[config.mk]
export PLATFORM = sky130hd
export DESIGN_NAME = spi_dac_receiver_flat
export DESIGN_NICKNAME = d
export VERILOG_FILES = /design/src/rtl/spi_dac_receiver_pkg.sv /design/src/rtl/spi_dac_receiver_if.sv /design/src/rtl/spi_dac_receiver_sync_edge.sv /design/src/rtl/spi_dac_receiver.sv /design/src/flat_wrapper.sv
export SDC_FILE = /design/constraint.sdc
export NUM_CORES = 1
export LEC_CHECK = 0
export CORE_UTILIZATION = 50
export DETAILED_ROUTE_END_ITERATION = 12
export PLACE_DENSITY = 0.73
export SETUP_SLACK_MARGIN = 0.1
export SKIP_LAST_GASP = 1
export SLEW_MARGIN = 20
export SYNTH_ARGS = -nofsm -noshare
export SYNTH_HDL_FRONTEND = slang
export SYNTH_HIERARCHICAL = 1
export SYNTH_SLANG_ARGS = --single-unit
export TNS_END_PERCENT = 30
[constraint.sdc]
create_clock -name clk_in -period 1.8 [get_ports clk_in]
set_input_delay 0.54 -clock clk_in [delete_from_list [all_inputs] [get_ports clk_in]]
set_output_delay 0.54 -clock clk_in [all_outputs]
set_load 0.05 [all_outputs]
[src/rtl/spi_dac_receiver_pkg.sv]
// spi_dac_pkg: shared types and sizing for the SPI DAC receiver
package spi_dac_pkg;
  localparam int SPI_WORD_W_DEF = 16;
  localparam int SPI_CNT_W = $clog2(SPI_WORD_W_DEF + 2);
  typedef enum logic [1:0] {ARM, IDLE, SHIFT, FULL} spi_state_e;
  function automatic int spi_cnt_w(input int word_w);
    return $clog2(word_w + 2);
  endfunction
endpackage

[src/rtl/spi_dac_receiver_if.sv]
// spi_dac_receiver_if: SPI pins plus received-word outputs
// master: drives sclk/cs_n/mosi, observes miso and receiver outputs
// slave : the receiver side
interface spi_dac_receiver_if #(parameter int WORD_W = spi_dac_pkg::SPI_WORD_W_DEF);
  logic              sclk;
  logic              cs_n;
  logic              mosi;
  logic              miso;
  logic [WORD_W-1:0] rx_data;
  logic              rx_valid;
  logic              frame_err;
  logic              busy;
  modport master (output sclk, cs_n, mosi, input miso, rx_data, rx_valid, frame_err, busy);
  modport slave  (input sclk, cs_n, mosi, output miso, rx_data, rx_valid, frame_err, busy);
endinterface

[src/rtl/spi_dac_receiver_sync_edge.sv]
// spi_sync_edge: STAGES-flop synchroniser followed by one edge-detect flop
// ports: clk_in, reset (async, active-high), d_i raw input,
//        sig_s_o synced level, rise_o / fall_o one-cycle edge strobes aligned with sig_s_o
module spi_sync_edge #(
  parameter int   STAGES  = 2,
  parameter logic RST_VAL = 1'b0
) (
  input  logic clk_in,
  input  logic reset,
  input  logic d_i,
  output logic sig_s_o,
  output logic rise_o,
  output logic fall_o
);
  logic [STAGES-1:0] sync_q;
  logic              sig_q, rise_q, fall_q;
  always_ff @(posedge clk_in or posedge reset)
    if (reset) begin
      sync_q <= {STAGES{RST_VAL}};
      sig_q  <= RST_VAL;
      rise_q <= 1'b0;
      fall_q <= 1'b0;
    end else begin
      sync_q <= {sync_q[STAGES-2:0], d_i};
      sig_q  <= sync_q[STAGES-1];
      rise_q <= sync_q[STAGES-1] & ~sig_q;
      fall_q <= ~sync_q[STAGES-1] & sig_q;
    end
  assign sig_s_o = sig_q;
  assign rise_o  = rise_q;
  assign fall_o  = fall_q;
endmodule

[src/rtl/spi_dac_receiver.sv]
// spi_dac_receiver: oversampled SPI mode-0 responder delivering WORD_W-bit words
// ports: clk_in, reset (async, active-high), bus (spi_dac_receiver_if.slave):
//        sclk/cs_n/mosi in; rx_data, rx_valid, frame_err, busy, miso out
// SPI_RX_MISO_EN: when defined, miso returns the previously received word
module spi_dac_receiver
  import spi_dac_pkg::*;
#(
  parameter int WORD_W      = SPI_WORD_W_DEF,
  parameter int SYNC_STAGES = 2
) (
  input  logic                 clk_in,
  input  logic                 reset,
  spi_dac_receiver_if.slave    bus
);
  localparam int CNT_W = spi_cnt_w(WORD_W);
  localparam logic [CNT_W-1:0] CNT_FULL = CNT_W'(WORD_W);
  localparam logic [CNT_W-1:0] CNT_OVR  = CNT_W'(WORD_W + 1);
  localparam logic [CNT_W-1:0] CNT_ARM  = CNT_W'(SYNC_STAGES + 1);
  logic sclk_s, sclk_rise, sclk_fall;
  logic cs_s, cs_rise, cs_fall;
  logic mosi_s, mosi_rise, mosi_fall;
  spi_state_e        state_q;
  logic [CNT_W-1:0]  cnt_q, cnt_d;
  logic [WORD_W-1:0] shift_q, shift_d, rx_data_q;
  logic              rx_valid_q, frame_err_q;
  spi_sync_edge #(.STAGES(SYNC_STAGES), .RST_VAL(1'b0)) u_sclk (
    .clk_in(clk_in), .reset(reset), .d_i(bus.sclk), .sig_s_o(sclk_s), .rise_o(sclk_rise), .fall_o(sclk_fall));
  spi_sync_edge #(.STAGES(SYNC_STAGES), .RST_VAL(1'b1)) u_cs (
    .clk_in(clk_in), .reset(reset), .d_i(bus.cs_n), .sig_s_o(cs_s), .rise_o(cs_rise), .fall_o(cs_fall));
  spi_sync_edge #(.STAGES(SYNC_STAGES), .RST_VAL(1'b0)) u_mosi (
    .clk_in(clk_in), .reset(reset), .d_i(bus.mosi), .sig_s_o(mosi_s), .rise_o(mosi_rise), .fall_o(mosi_fall));
  assign cnt_d   = cnt_q + 1'b1;
  assign shift_d = {shift_q[WORD_W-2:0], mosi_s};
  // ARM holds until cs_n has read high for longer than the synchroniser's
  // reset-value window, so a frame already running at reset release is dropped.
  always_ff @(posedge clk_in or posedge reset)
    if (reset) begin
      state_q     <= ARM;
      cnt_q       <= '0;
      shift_q     <= '0;
      rx_data_q   <= '0;
      rx_valid_q  <= 1'b0;
      frame_err_q <= 1'b0;
    end else begin
      rx_valid_q  <= 1'b0;
      frame_err_q <= 1'b0;
      case (state_q)
        ARM: begin
          cnt_q <= cs_s ? cnt_d : '0;
          if (cs_s && cnt_q == CNT_ARM) begin
            state_q <= IDLE;
            cnt_q   <= '0;
          end
        end
        IDLE:
          if (cs_fall) begin
            state_q <= SHIFT;
            cnt_q   <= '0;
            shift_q <= '0;
          end
        SHIFT, FULL:
          if (cs_rise) begin
            state_q     <= IDLE;
            rx_valid_q  <= cnt_q == CNT_FULL;
            frame_err_q <= cnt_q != CNT_FULL;
            if (cnt_q == CNT_FULL) rx_data_q <= shift_q;
          end else if (sclk_rise) begin
            if (state_q == SHIFT) begin
              shift_q <= shift_d;
              cnt_q   <= cnt_d;
              if (cnt_d == CNT_FULL) state_q <= FULL;
            end else cnt_q <= CNT_OVR;
          end
        default: state_q <= ARM;
      endcase
    end
  assign bus.rx_data   = rx_data_q;
  assign bus.rx_valid  = rx_valid_q;
  assign bus.frame_err = frame_err_q;
  assign bus.busy      = state_q == SHIFT || state_q == FULL;
`ifdef SPI_RX_MISO_EN
  logic [WORD_W-1:0] tx_q;
  logic              unused_edges;
  always_ff @(posedge clk_in or posedge reset)
    if (reset) tx_q <= '0;
    else if (cs_fall) tx_q <= rx_data_q;
    else if (!cs_s && sclk_fall) tx_q <= {tx_q[WORD_W-2:0], 1'b0};
  assign bus.miso     = ~cs_s & tx_q[WORD_W-1];
  assign unused_edges = mosi_rise ^ mosi_fall ^ sclk_s;
`else
  logic unused_edges;
  assign bus.miso     = 1'b0;
  assign unused_edges = mosi_rise ^ mosi_fall ^ sclk_fall ^ sclk_s;
`endif
endmodule
[src/flat_wrapper.sv]
// flat-port wrapper written by rule: the top's interface ports become plain ports
module spi_dac_receiver_flat import spi_dac_pkg::*;
#(
  parameter int WORD_W      = SPI_WORD_W_DEF,
  parameter int SYNC_STAGES = 2
)
  (clk_in, reset, bus_sclk, bus_cs_n, bus_mosi, bus_miso, bus_rx_data, bus_rx_valid, bus_frame_err, bus_busy);
  spi_dac_receiver_if #(.WORD_W(WORD_W)) bus_i ();
  input  logic clk_in;
  input  logic reset;
  input wire logic [$bits(bus_i.sclk)-1:0] bus_sclk;
  input wire logic [$bits(bus_i.cs_n)-1:0] bus_cs_n;
  input wire logic [$bits(bus_i.mosi)-1:0] bus_mosi;
  output wire logic [$bits(bus_i.miso)-1:0] bus_miso;
  output wire logic [$bits(bus_i.rx_data)-1:0] bus_rx_data;
  output wire logic [$bits(bus_i.rx_valid)-1:0] bus_rx_valid;
  output wire logic [$bits(bus_i.frame_err)-1:0] bus_frame_err;
  output wire logic [$bits(bus_i.busy)-1:0] bus_busy;
  assign bus_i.sclk = bus_sclk;
  assign bus_i.cs_n = bus_cs_n;
  assign bus_i.mosi = bus_mosi;
  assign bus_miso = bus_i.miso;
  assign bus_rx_data = bus_i.rx_data;
  assign bus_rx_valid = bus_i.rx_valid;
  assign bus_frame_err = bus_i.frame_err;
  assign bus_busy = bus_i.busy;
  spi_dac_receiver #(.WORD_W(WORD_W), .SYNC_STAGES(SYNC_STAGES)) u_core (.clk_in(clk_in), .reset(reset), .bus(bus_i));
endmodule
==> run metrics <==
min setup slack post-route -94.2 ps; Die Area 4670 um2; number of clock sinks 53; global-route usage over all layers 21.6%; Syn. warnings 6; P per Cell Area 1530 nW/um2; IO Count 25; commonest cells after routing, fill and taps aside 48 x dfrtp_1, 37 x nand2_1, 26 x buf_4; maximum fanout encountered on the critical timing path 3; total non-filler cell area in the finished layout 2970 um2; Placer Congestion 0.854; Setup Skew 5.95 ps; CTS Buf Count 5; placeable core region 4120 um2; wire length reported by the detailed router 4480 um; Design Power 0.00455 W; fraction of the cycle the final worst path needs 105%; number of setup violations in the final report 1; clock tree buffer depth 2; global-route wire length before repair 7220 um; vias in the first global route 1529; later-pin clock latency in the skew report 310 ps; Final Max Slew Viols 0; area post-placement 2550 um2; violations in the final reports setup timing; mean instance size in the synthesized netlist 11.6 um2; sort of element at the end of the critical path primary output; FMAX 0.528 GHz; total half-perimeter wirelength after legalization and detailed placement 2640 um; Starting Density 53.5%; Cells on Worst Hold Path 0; area overhead of the layout relative to synthesis 34.8%; data required time of the worst path 1260 ps; CTS root buffer clkbuf_8; fill cell count 265; overflow left after global routing 0; result of the run complete, but fails checks; worst min-delay path class reg -> reg; Routed Antenna Nets 0; max-cap viol count 0; logic depth of the worst register-to-register path 7; antenna fix cells 0; P_leak 1.37 nW; worst hold path endpoint u_core/u_sclk/sync_q[1]$_DFF_PP0_; die outline height 68.3 um; clk slew on worst S/H paths 90 ps; count of input and output buffers 23; Via density 5.43; origin of the critical flop-to-flop path u_core/cnt_q[0]$_DFFE_PP0P_; post-route worst hold slack 360 ps; die span in x 68.3 um; routed wire length per instance 15.8 um; Max rail drop VDD 1.07 mV; CTS tree built; initial antenna violation count 0; DR vias 1543; WS Path Type reg -> out; number of buffers inserted by hold repair at cts 0; CP startpoint kind flop; drc violations 0; Syn Std Cell Area 2200 um2; critical path data arrival time 1350 ps; maximum number of pins on one net before global-route repair 42; Placed Instances 263; final hold vios 0; post-synthesis cell count 190; post-route insts no fill 284; startpoint of the tightest hold check path u_core/u_sclk/sync_q[0]$_DFF_PP0_; worst reg2reg path endpoint u_core/cnt_q[2]$_DFFE_PP0P_; first-iteration detailed-routing DRC count 84; Std-Cell Rows 23; most common library cell in the layout ignoring fill and taps dfrtp_1; sum of negative setup slack -94.2 ps; final net count 246; share of layout cells above drive strength 1 39.3%; Reg2Reg Setup Slack 60 ps; first drt pass iteration count 4; nets in the synthesized netlist 203; setup repair after global routing missed its margin true; H-tree depth reported by CTS 2; min cycle time layout 1890 ps
==> layout make-up <==
class / count / area, um2 / area share, %
Clock buffer: 5 / 68.8 / 2.32
Clock inverter: 3 / 43.8 / 1.48
Inverter: 10 / 40.0 / 1.35
Multi-Input combinational cell: 121 / 952 / 32.1
Sequential cell: 53 / 1330 / 44.9
Tap cell: 50 / 62.6 / 2.11
Timing Repair Buffer: 42 / 468 / 15.8
==> worst max-delay path by stage <==
stage	endpoint	startpoint	depth (start not counted)	slack [ps]
after floorplan	u_core/bus.rx_data[0]$_DFFE_PP0P_	u_core/state_q[0]$_DFFE_PP0P_	8	90
after global placement	u_core/cnt_q[2]$_DFFE_PP0P_	u_core/cnt_q[0]$_DFFE_PP0P_	6	30
after detailed placement	u_core/cnt_q[2]$_DFFE_PP0P_	u_core/cnt_q[0]$_DFFE_PP0P_	6	-30
after CTS	bus_busy	u_core/state_q[0]$_DFFE_PP0P_	6	-120
after global routing	bus_busy	u_core/state_q[0]$_DFFE_PP0P_	6	-150
final	bus_busy	u_core/state_q[1]$_DFFE_PP0P_	5	-90
==> state kept, by name, indices dropped and copies added, names as in the netlist, 2 cells and up <==
name and flops:
u_core/bus.rx_data 16, u_core/shift_q 16, u_core/cnt_q 5, u_core/state_q 2, u_core/u_cs/sync_q 2, u_core/u_mosi/sync_q 2
u_core/u_sclk/sync_q 2
==> timing repair <==
item / 4_1_cts / 5_1_grt
gates resized for setup: 21 / 12
endpoints found under the setup margin: 40 / 40
cloned: 0 / 2
setup buffers: 11 / 0
pin swaps: 7 / 2
==> power breakdown <==
group / internal, W / switching [W]
logic: 0.000998 / 0.00117
clock network: 0.000417 / 0.000386
registers: 0.00138 / 0.000192
total: 0.00280 / 0.00175
==> through the flow <==
stage	setup WS, ps	util, %
after global placement	28.1	61.9
after detailed placement	-31.7	61.9
after global routing	-146	72.1
final	-94.2	72.1
after floorplan	91.4	-
after CTS	-123	70.0
==> worst max-delay path: stages, from the launching register on <==
cell and delay (ps):
dfrtp_2 460, ha_4 180, nor2_4 110, inv_2 40
buf_6 110, buf_12 140
==> layer usage <==
metal	share of wire [%]	track usage, %	wire length (um)	up-vias
met5	0	0	0	-
li1	-	-	-	723
met4	1.9	8.85	85	0
met3	4.0	5.50	177	10
met2	50	33.6	2240	41
met1	44	28.8	1970	769
Note: power is estimated with default switching activity, not from simulation.
